--- src/rtl/mole_game_pkg.sv ---
// rtl/mole_game_pkg.sv - shared types and constants for the whack-a-mole engine
//
// Purpose: FSM state encoding, LFSR seed/tap constants and the ms-to-ticks
// conversion used by mole_game_core and mole_lfsr.
// Ports: none (package).
package mole_game_pkg;

  typedef enum logic [1:0] {
    IDLE = 2'd0,
    GAP  = 2'd1,
    SHOW = 2'd2,
    OVER = 2'd3
  } state_t;

  localparam logic [15:0] LFSR_SEED = 16'hACE1;
  // Right-shifting Galois form of x^16+x^14+x^13+x^11+1.
  localparam logic [15:0] LFSR_TAPS = 16'hB400;

  function automatic int ms_to_ticks(input int clk_hz, input int ms);
    return (clk_hz / 1000) * ms;
  endfunction

endpackage

--- src/rtl/mole_lfsr.sv ---
// rtl/mole_lfsr.sv - 16-bit maximal-length Galois LFSR
//
// Purpose: free-running pseudo-random source for mole selection.
// Ports:
//   clk   in  1   system clock
//   rst_n in  1   asynchronous active-low reset, loads LFSR_SEED
//   en    in  1   advance one step per cycle when high
//   value out 16  current LFSR state
module mole_lfsr
  import mole_game_pkg::*;
(
  input  logic        clk,
  input  logic        rst_n,
  input  logic        en,
  output logic [15:0] value
);

  always_ff @(posedge clk or negedge rst_n) begin
    if (!rst_n) begin
      value <= LFSR_SEED;
    end else if (en) begin
      value <= {1'b0, value[15:1]} ^ (value[0] ? LFSR_TAPS : 16'h0000);
    end
  end

endmodule

--- src/rtl/mole_game_core.sv ---
// rtl/mole_game_core.sv - whack-a-mole game engine: mole timing, hit detection, score
//
// Purpose: picks pseudo-random moles, times each mole and the whole game,
// detects hits from toggle switches and keeps a saturating score.
// Optional feature macro: MOLE_MISS_PENALTY_EN (wrong-switch events in SHOW
// decrement the score, saturating at 0).
// Ports:
//   clk       in  1          system clock
//   reset     in  1          asynchronous active-low reset
//   start     in  1          start request level; a 0->1 edge starts a game
//   sw        in  NUM_MOLES  asynchronous toggle switches
//   led       out NUM_MOLES  mole display (one-hot while a mole is shown)
//   score     out SCORE_W    saturating hit count
//   time_left out clog2(GAME_SECONDS+1)  seconds remaining
//   hit_pulse out 1          one-cycle strobe on a scored hit
//   game_over out 1          high while the game is over
module mole_game_core
  import mole_game_pkg::*;
#(
  parameter int NUM_MOLES    = 16,
  parameter int CLK_HZ       = 100_000_000,
  parameter int GAME_SECONDS = 20,
  parameter int MOLE_MS      = 800,
  parameter int GAP_MS       = 200,
  parameter int SCORE_MAX    = 99,
  parameter int SCORE_W      = 7
) (
  input  logic                                clk,
  input  logic                                reset,
  input  logic                                start,
  input  logic [NUM_MOLES-1:0]                sw,
  output logic [NUM_MOLES-1:0]                led,
  output logic [SCORE_W-1:0]                  score,
  output logic [$clog2(GAME_SECONDS+1)-1:0]   time_left,
  output logic                                hit_pulse,
  output logic                                game_over
);

  localparam int IDX_W = $clog2(NUM_MOLES);
  localparam int TL_W  = $clog2(GAME_SECONDS + 1);
  localparam logic [31:0] GAP_TICKS  = 32'(ms_to_ticks(CLK_HZ, GAP_MS));
  localparam logic [31:0] MOLE_TICKS = 32'(ms_to_ticks(CLK_HZ, MOLE_MS));
  localparam logic [31:0] SEC_TICKS  = 32'(CLK_HZ);
  localparam logic [SCORE_W-1:0]   SCORE_TOP = SCORE_W'(SCORE_MAX);
  localparam logic [TL_W-1:0]      TIME_INIT = TL_W'(GAME_SECONDS);
  localparam logic [IDX_W-1:0]     LAST_IDX  = IDX_W'(NUM_MOLES - 1);
  localparam logic [NUM_MOLES-1:0] ONE_HOT0  = NUM_MOLES'(1);

  // Input conditioning: two-flop synchronisers plus a previous-value register
  // for edge/event detection.
  logic [NUM_MOLES-1:0] sw_meta, sw_sync, sw_prev;
  logic                 start_meta, start_sync, start_prev;

  always_ff @(posedge clk or negedge reset) begin
    if (!reset) begin
      sw_meta    <= '0;
      sw_sync    <= '0;
      sw_prev    <= '0;
      start_meta <= 1'b0;
      start_sync <= 1'b0;
      start_prev <= 1'b0;
    end else begin
      sw_meta    <= sw;
      sw_sync    <= sw_meta;
      sw_prev    <= sw_sync;
      start_meta <= start;
      start_sync <= start_meta;
      start_prev <= start_sync;
    end
  end

  logic [NUM_MOLES-1:0] sw_evt;
  logic                 start_edge;
  assign sw_evt     = sw_sync ^ sw_prev;
  assign start_edge = start_sync & ~start_prev;

  // Free-running random source; player timing decides which value is sampled.
  logic [15:0] lfsr_value;
  mole_lfsr u_lfsr (
    .clk   (clk),
    .rst_n (reset),
    .en    (1'b1),
    .value (lfsr_value)
  );

  state_t               state, state_nx;
  logic [31:0]          phase_cnt, phase_nx;
  logic [31:0]          sec_cnt, sec_nx;
  logic [IDX_W-1:0]     cur_idx, idx_nx;
  logic                 has_prev, has_prev_nx;
  logic [SCORE_W-1:0]   score_nx;
  logic [TL_W-1:0]      time_nx;
  logic                 hit_nx;
  logic                 last_sec;
  logic [NUM_MOLES-1:0] led_nx;
  logic [IDX_W-1:0]     pick_raw, pick;

  // Never show the same mole twice in a row: bump a repeat to the next index.
  assign pick_raw = IDX_W'(lfsr_value % 16'(NUM_MOLES));
  assign pick     = (has_prev && (pick_raw == cur_idx))
                    ? ((pick_raw == LAST_IDX) ? '0 : pick_raw + 1'b1)
                    : pick_raw;

  always_ff @(posedge clk or negedge reset) begin
    if (!reset) state <= IDLE;
    else        state <= state_nx;
  end

  always_comb begin
    state_nx    = state;
    phase_nx    = phase_cnt;
    sec_nx      = sec_cnt;
    idx_nx      = cur_idx;
    has_prev_nx = has_prev;
    score_nx    = score;
    time_nx     = time_left;
    hit_nx      = 1'b0;
    last_sec    = 1'b0;

    // The second counter runs across moles; only a game start clears it.
    if (state == GAP || state == SHOW) begin
      if (sec_cnt == SEC_TICKS - 32'd1) begin
        sec_nx   = '0;
        time_nx  = time_left - 1'b1;
        last_sec = (time_left == TL_W'(1));
      end else begin
        sec_nx = sec_cnt + 32'd1;
      end
    end

    case (state)
      IDLE, OVER: begin
        if (start_edge) begin
          state_nx    = GAP;
          score_nx    = '0;
          phase_nx    = '0;
          sec_nx      = '0;
          time_nx     = TIME_INIT;
          has_prev_nx = 1'b0;
        end
      end
      GAP: begin
        if (phase_cnt == GAP_TICKS - 32'd1) begin
          phase_nx    = '0;
          idx_nx      = pick;
          has_prev_nx = 1'b1;
          state_nx    = SHOW;
        end else begin
          phase_nx = phase_cnt + 32'd1;
        end
      end
      SHOW: begin
`ifdef MOLE_MISS_PENALTY_EN
        if (!sw_evt[cur_idx] && (|sw_evt) && (score != '0)) begin
          score_nx = score - 1'b1;
        end
`endif
        // A hit wins over a timeout landing on the same cycle.
        if (sw_evt[cur_idx]) begin
          hit_nx   = 1'b1;
          if (score < SCORE_TOP) score_nx = score + 1'b1;
          phase_nx = '0;
          state_nx = GAP;
        end else if (phase_cnt == MOLE_TICKS - 32'd1) begin
          phase_nx = '0;
          state_nx = GAP;
        end else begin
          phase_nx = phase_cnt + 32'd1;
        end
      end
    endcase

    // End of game overrides any mole transition; a same-cycle hit is still scored.
    if (last_sec) state_nx = OVER;

    led_nx = (state_nx == SHOW) ? (ONE_HOT0 << idx_nx) : '0;
  end

  always_ff @(posedge clk or negedge reset) begin
    if (!reset) begin
      phase_cnt <= '0;
      sec_cnt   <= '0;
      cur_idx   <= '0;
      has_prev  <= 1'b0;
      score     <= '0;
      time_left <= TIME_INIT;
      led       <= '0;
      hit_pulse <= 1'b0;
      game_over <= 1'b0;
    end else begin
      phase_cnt <= phase_nx;
      sec_cnt   <= sec_nx;
      cur_idx   <= idx_nx;
      has_prev  <= has_prev_nx;
      score     <= score_nx;
      time_left <= time_nx;
      led       <= led_nx;
      hit_pulse <= hit_nx;
      game_over <= (state_nx == OVER);
    end
  end

endmodule

--- config.mk ---
export PLATFORM = sky130hd
export DESIGN_NAME = mole_game_core
export DESIGN_NICKNAME = d
export VERILOG_FILES = /design/src/rtl/mole_game_pkg.sv /design/src/rtl/mole_lfsr.sv /design/src/rtl/mole_game_core.sv
export SDC_FILE = /design/constraint.sdc
export NUM_CORES = 1
export LEC_CHECK = 0
export ABC_AREA = 1
export CAP_MARGIN = 20
export CORE_MARGIN = 3
export CORE_UTILIZATION = 25
export CTS_BUF_LIST = sky130_fd_sc_hd__clkbuf_8
export CTS_CLUSTER_SIZE = 12
export DETAILED_ROUTE_END_ITERATION = 8
export SYNTH_ARGS = -nofsm -noshare
export SYNTH_HDL_FRONTEND = slang
export SYNTH_SLANG_ARGS = --single-unit
--- constraint.sdc ---
create_clock -name clk -period 2 [get_ports clk]
set_clock_uncertainty 0.2 [all_clocks]
set_input_delay 0.4 -clock clk [delete_from_list [all_inputs] [get_ports clk]]
set_output_delay 0.4 -clock clk [all_outputs]
set_load 0.03 [all_outputs]
==> flow_summary_export.csv <==
group,metric,value,unit
run_status,violations,"setup timing",
clock_network,clk_latency,470,ps
timing,hold_viol_final,0,
timing,final.setup.worst_slack,-322,ps
timing,fin_crit_sh,116,%
routing,drc,0,
floorplan,fp.dieArea,34600,um^2
worst_setup_path,cp_slowest_cell,"dfrtp_1",
logic_synthesis,yosysUniqueCellTypes,44,
worst_setup_path,cp.arrival,2480,ps
pwr,p_leak,5.86,nW
clock_network,clkTransAtPathRegs,100,ps
global_routing,grt_usage,13.5,%
worst_setup_path,worst_setup_path_start_kind,"register",
cells_and_area,stdcell_count,1691,
logic_synthesis,synthCells,968,
placement,dp_cells,1596,
worst_setup_path,r2r-start,"sec_cnt[0]",
worst_setup_path,cp-end-kind,"register",
placement,port_buffers,48,
worst_hold_path,worstHoldStart,"u_lfsr.value[7]",
cells_and_area,layout-drive-gt1-share,42.8,%
worst_setup_path,path_depth,11,
worst_setup_path,ff2ff_setup_slack,-320,ps
worst_setup_path,r2r_end,"sec_cnt[6]",
logic_synthesis,synthesis.area,8100,um^2
floorplan,die_h,186,um
placement,dp_hpwl,15600,um
global_routing,grt_max_degree,41,
run_status,status,"finished with violations",
timing,slew_headroom,70.8,%
routing,drt-total-wl,24200,um
routing,post_drt_wl_per_cell,14.3,um
timing,fin_crit,2320,ps
floorplan,die_w,186,um
cells_and_area,diodes,0,
floorplan,coreArea,31700,um^2
timing,fin_hold_ws,151,ps
cells_and_area,regArea,4220,um^2
global_routing,grt_overflow,0,
cells_and_area,finish.instance_area,12700,um^2
worst_setup_path,cpPeakStageDelay,440,ps
floorplan,initial_core_util,25.5,%
placement,gp_congestion,0.900,
timing,finalMaxSlewViolations,0,
timing,finalSetupTns,-14850,ps
global_routing,grt_pass1_wl,37800,um
worst_setup_path,crit_fanout,6,
routing,ant_nets,0,
worst_setup_path,crit_start,"sec_cnt[0]",
logic_synthesis,synth_warnings,0,
clock_network,cts_sinks,168,
timing,fmax,0.431,GHz
worst_setup_path,reg2regPathDepth,11,
floorplan,fp-row-count,65,
cells_and_area,areaGrowthSynthToFinish,56.4,%
routing,firstDrtPassIters,5,
logic_synthesis,dominantRegCellSynth,"dfrtp_1",
pwr,totalPowerFinal,8.55,mW
routing,num_vias,7731,
cells_and_area,fillCellCount,3058,
worst_setup_path,cp-endpoint,"sec_cnt[6]",
logic_synthesis,ys_seq_area_share,52.1,%
timing,worstMarginPinSlew,435,ps
worst_setup_path,path_class,"reg2reg",
routing,vias_per_cell,4.57,
global_routing,grt_antenna_before_repair,0,
global_routing,grt_pass1_vias,7706,
cells_and_area,final_nets,1303,
placement,place_area,10600,um^2
logic_synthesis,ys_seq_elements,168,
clock_network,cts-root-buf,"clkbuf_8",
cells_and_area,multi_input_area,4420,um^2
clock_network,tritoncts,"built",
clock_network,cts_buffer_depth,2,
job,maxCapViolations,0,
worst_setup_path,cpLargestDelayFamily,"simple AND/OR/NAND/NOR gates",
clock_network,cts_max_level,4,
worst_setup_path,path_cells,"ha_4 > nand3_4 > nor2_4 > nand3_4 > buf_6 > nor4_4 > buf_4 > nand3_4 > buf_6 > o211ai_1 > a21oi_1",
worst_setup_path,cp_num_buf_inv,3,
logic_synthesis,syn_avg_cell_area,8.37,um^2
worst_hold_path,hold_path_class,"reg2reg",
logic_synthesis,synth_nets,995,
worst_setup_path,critical_path_required,2160,ps
logic_synthesis,synth_edf_count,0,
timing,setup_viol,90,
timing,grt_setup_unrepaired,"true",
logic_synthesis,async_flop_share,100,%
pwr,vdd_drop_max,0.448,mV
worst_setup_path,worst_path_most_repeated_cell,"nand3_4",
floorplan,pin_count,49,
routing,dr.first_iter.drc_count,529,
pwr,powerDensity,675,nW/um^2
clock_network,numCtsBuffers,17,
==> layer usage <==
metal	up-vias	routed length, um	share of wire (%)	GRT usage (%)
met4	0	421	1.7	4.89
met5	-	0	0	0
met1	3771	10900	45	18.4
met3	36	912	3.8	2.23
met2	170	11900	49	21.8
li1	3754	-	-	-
==> cell usage after synthesis, types with 2 or more instances <==
cell	n	area (um^2)
a31oi_1	2	12.5
nor4_1	13	81.3
nand3b_1	3	22.5
inv_1	124	465
inv_2	9	33.8
nor3_1	34	170
nor3_2	5	50.1
nor2_1	94	353
nand3_1	81	405
dfstp_2	10	263
nor2_2	6	37.5
nand2_1	214	803
buf_1	2	7.51
xor2_1	42	368
nor3b_1	2	15.0
clkinv_1	2	7.51
o211ai_1	3	22.5
a21oi_1	9	45.0
o21ai_0	44	220
nand2_2	7	43.8
ha_1	8	100
dfrtp_1	158	3950
buf_2	10	50.1
o22ai_1	19	119
nand4_1	22	138
o21ai_1	15	75.1
clkbuf_1	7	26.3
xnor2_1	7	61.3
==> where the power goes <==
part	switching, mW	internal, mW	total, mW	leakage [nW]
registers	0.0990	3.51	3.61	2.18
logic	1.40	0.981	2.38	3.48
clock network	1.38	1.18	2.55	0.204
total	2.88	5.67	8.55	5.86
==> through the flow <==
| stage | utilization, % | setup WS [ps] |
|---|---|---|
| detailed placement | 33.3 | -272 |
| global route | 39.9 | -423 |
| CTS | 37.7 | -210 |
| global placement | 33.3 | -217 |
| finish | 39.9 | -322 |
| floorplan | - | 4.40 |
==> cell usage in the layout (no fill, tap or decap), types with 6 or more instances in the layout <==
cell type          n
nor3_4             6
inv_2             21
clkdlybuf4s50_1   17
o21ai_1           13
nand4_1           22
a21oi_1            7
nor2_2            22
nor3_2            12
o22ai_1            9
nand2_4           15
dfstp_2           10
nand3_4            8
dlygate4sd2_1     23
xor2_1            41
o22ai_2           10
nand3_1           45
clkbuf_8          18
nand2_1          173
nor4_1             6
inv_1            109
buf_4            224
nor3_1            21
nor2_1            59
nor2_4            20
o21ai_2           35
nand2_2           31
nand3_2           29
buf_6             27
dfrtp_1          155
o21ai_0           10
==> cell families after synthesis <==
kind of cell	count (synthesis)	share of synthesized area (%)
simple gates	488	27.1
flops	168	52.1
buf+inv	156	7.46
compound gates	99	6.84
xor+xnor	49	5.30
fa+ha+maj	8	1.24
==> worst min-delay path by stage <==
stage | to | slack (ps) | cells past startpoint
after floorplan | cur_idx[0] | -100 | 0
after global placement | sw_sync[1] | 120 | 1
after detailed placement | sw_meta[4] | 120 | 1
after CTS | start_meta | 120 | 1
after global routing | sw_meta[3] | 130 | 1
final | u_lfsr.value[6] | 150 | 0
==> layout make-up <==
cell class,instances,share of cell area (%)
multi-input combinational,645,34.9
sequential,168,33.3
timing repair buffer,307,20.3
inverter,136,4.22
tap,402,3.97
clock buffer,18,1.96
clock inverter,14,1.26
timing repair inverter,1,0.0494
==> state kept, by name (all words and copies together) (netlist names), 2 cells and up <==
signal,cells
time_left,5
phase_cnt,32
sw_sync,16
u_lfsr.value,16
led,16
state,2
sw_meta,16
score,7
sw_prev,16
cur_idx,4
sec_cnt,32
==> worst reg2reg max path: cells and delay by family (launching register included) <==
| kind | cells | cell delay (ps) |
|---|---|---|
| flip-flops | 1 | 440 |
| AO/OA/AOI/OAI | 2 | 130 |
| AND/OR/NAND/NOR | 5 | 770 |
| adder cells (fa/ha/maj) | 1 | 180 |
| buffers and inverters | 3 | 500 |
==> repair_timing <==
action | 4_1_cts | 5_1_grt
pin swaps | 62 | 79
gates resized for setup | 218 | 169
cloned | 3 | 2
endpoints found under the setup margin | 119 | 97
hold buffers | 1 | 0
setup buffers | 45 | 24
hold endpoints to repair | 163 | 0
Power figures use the tool's default switching activity.
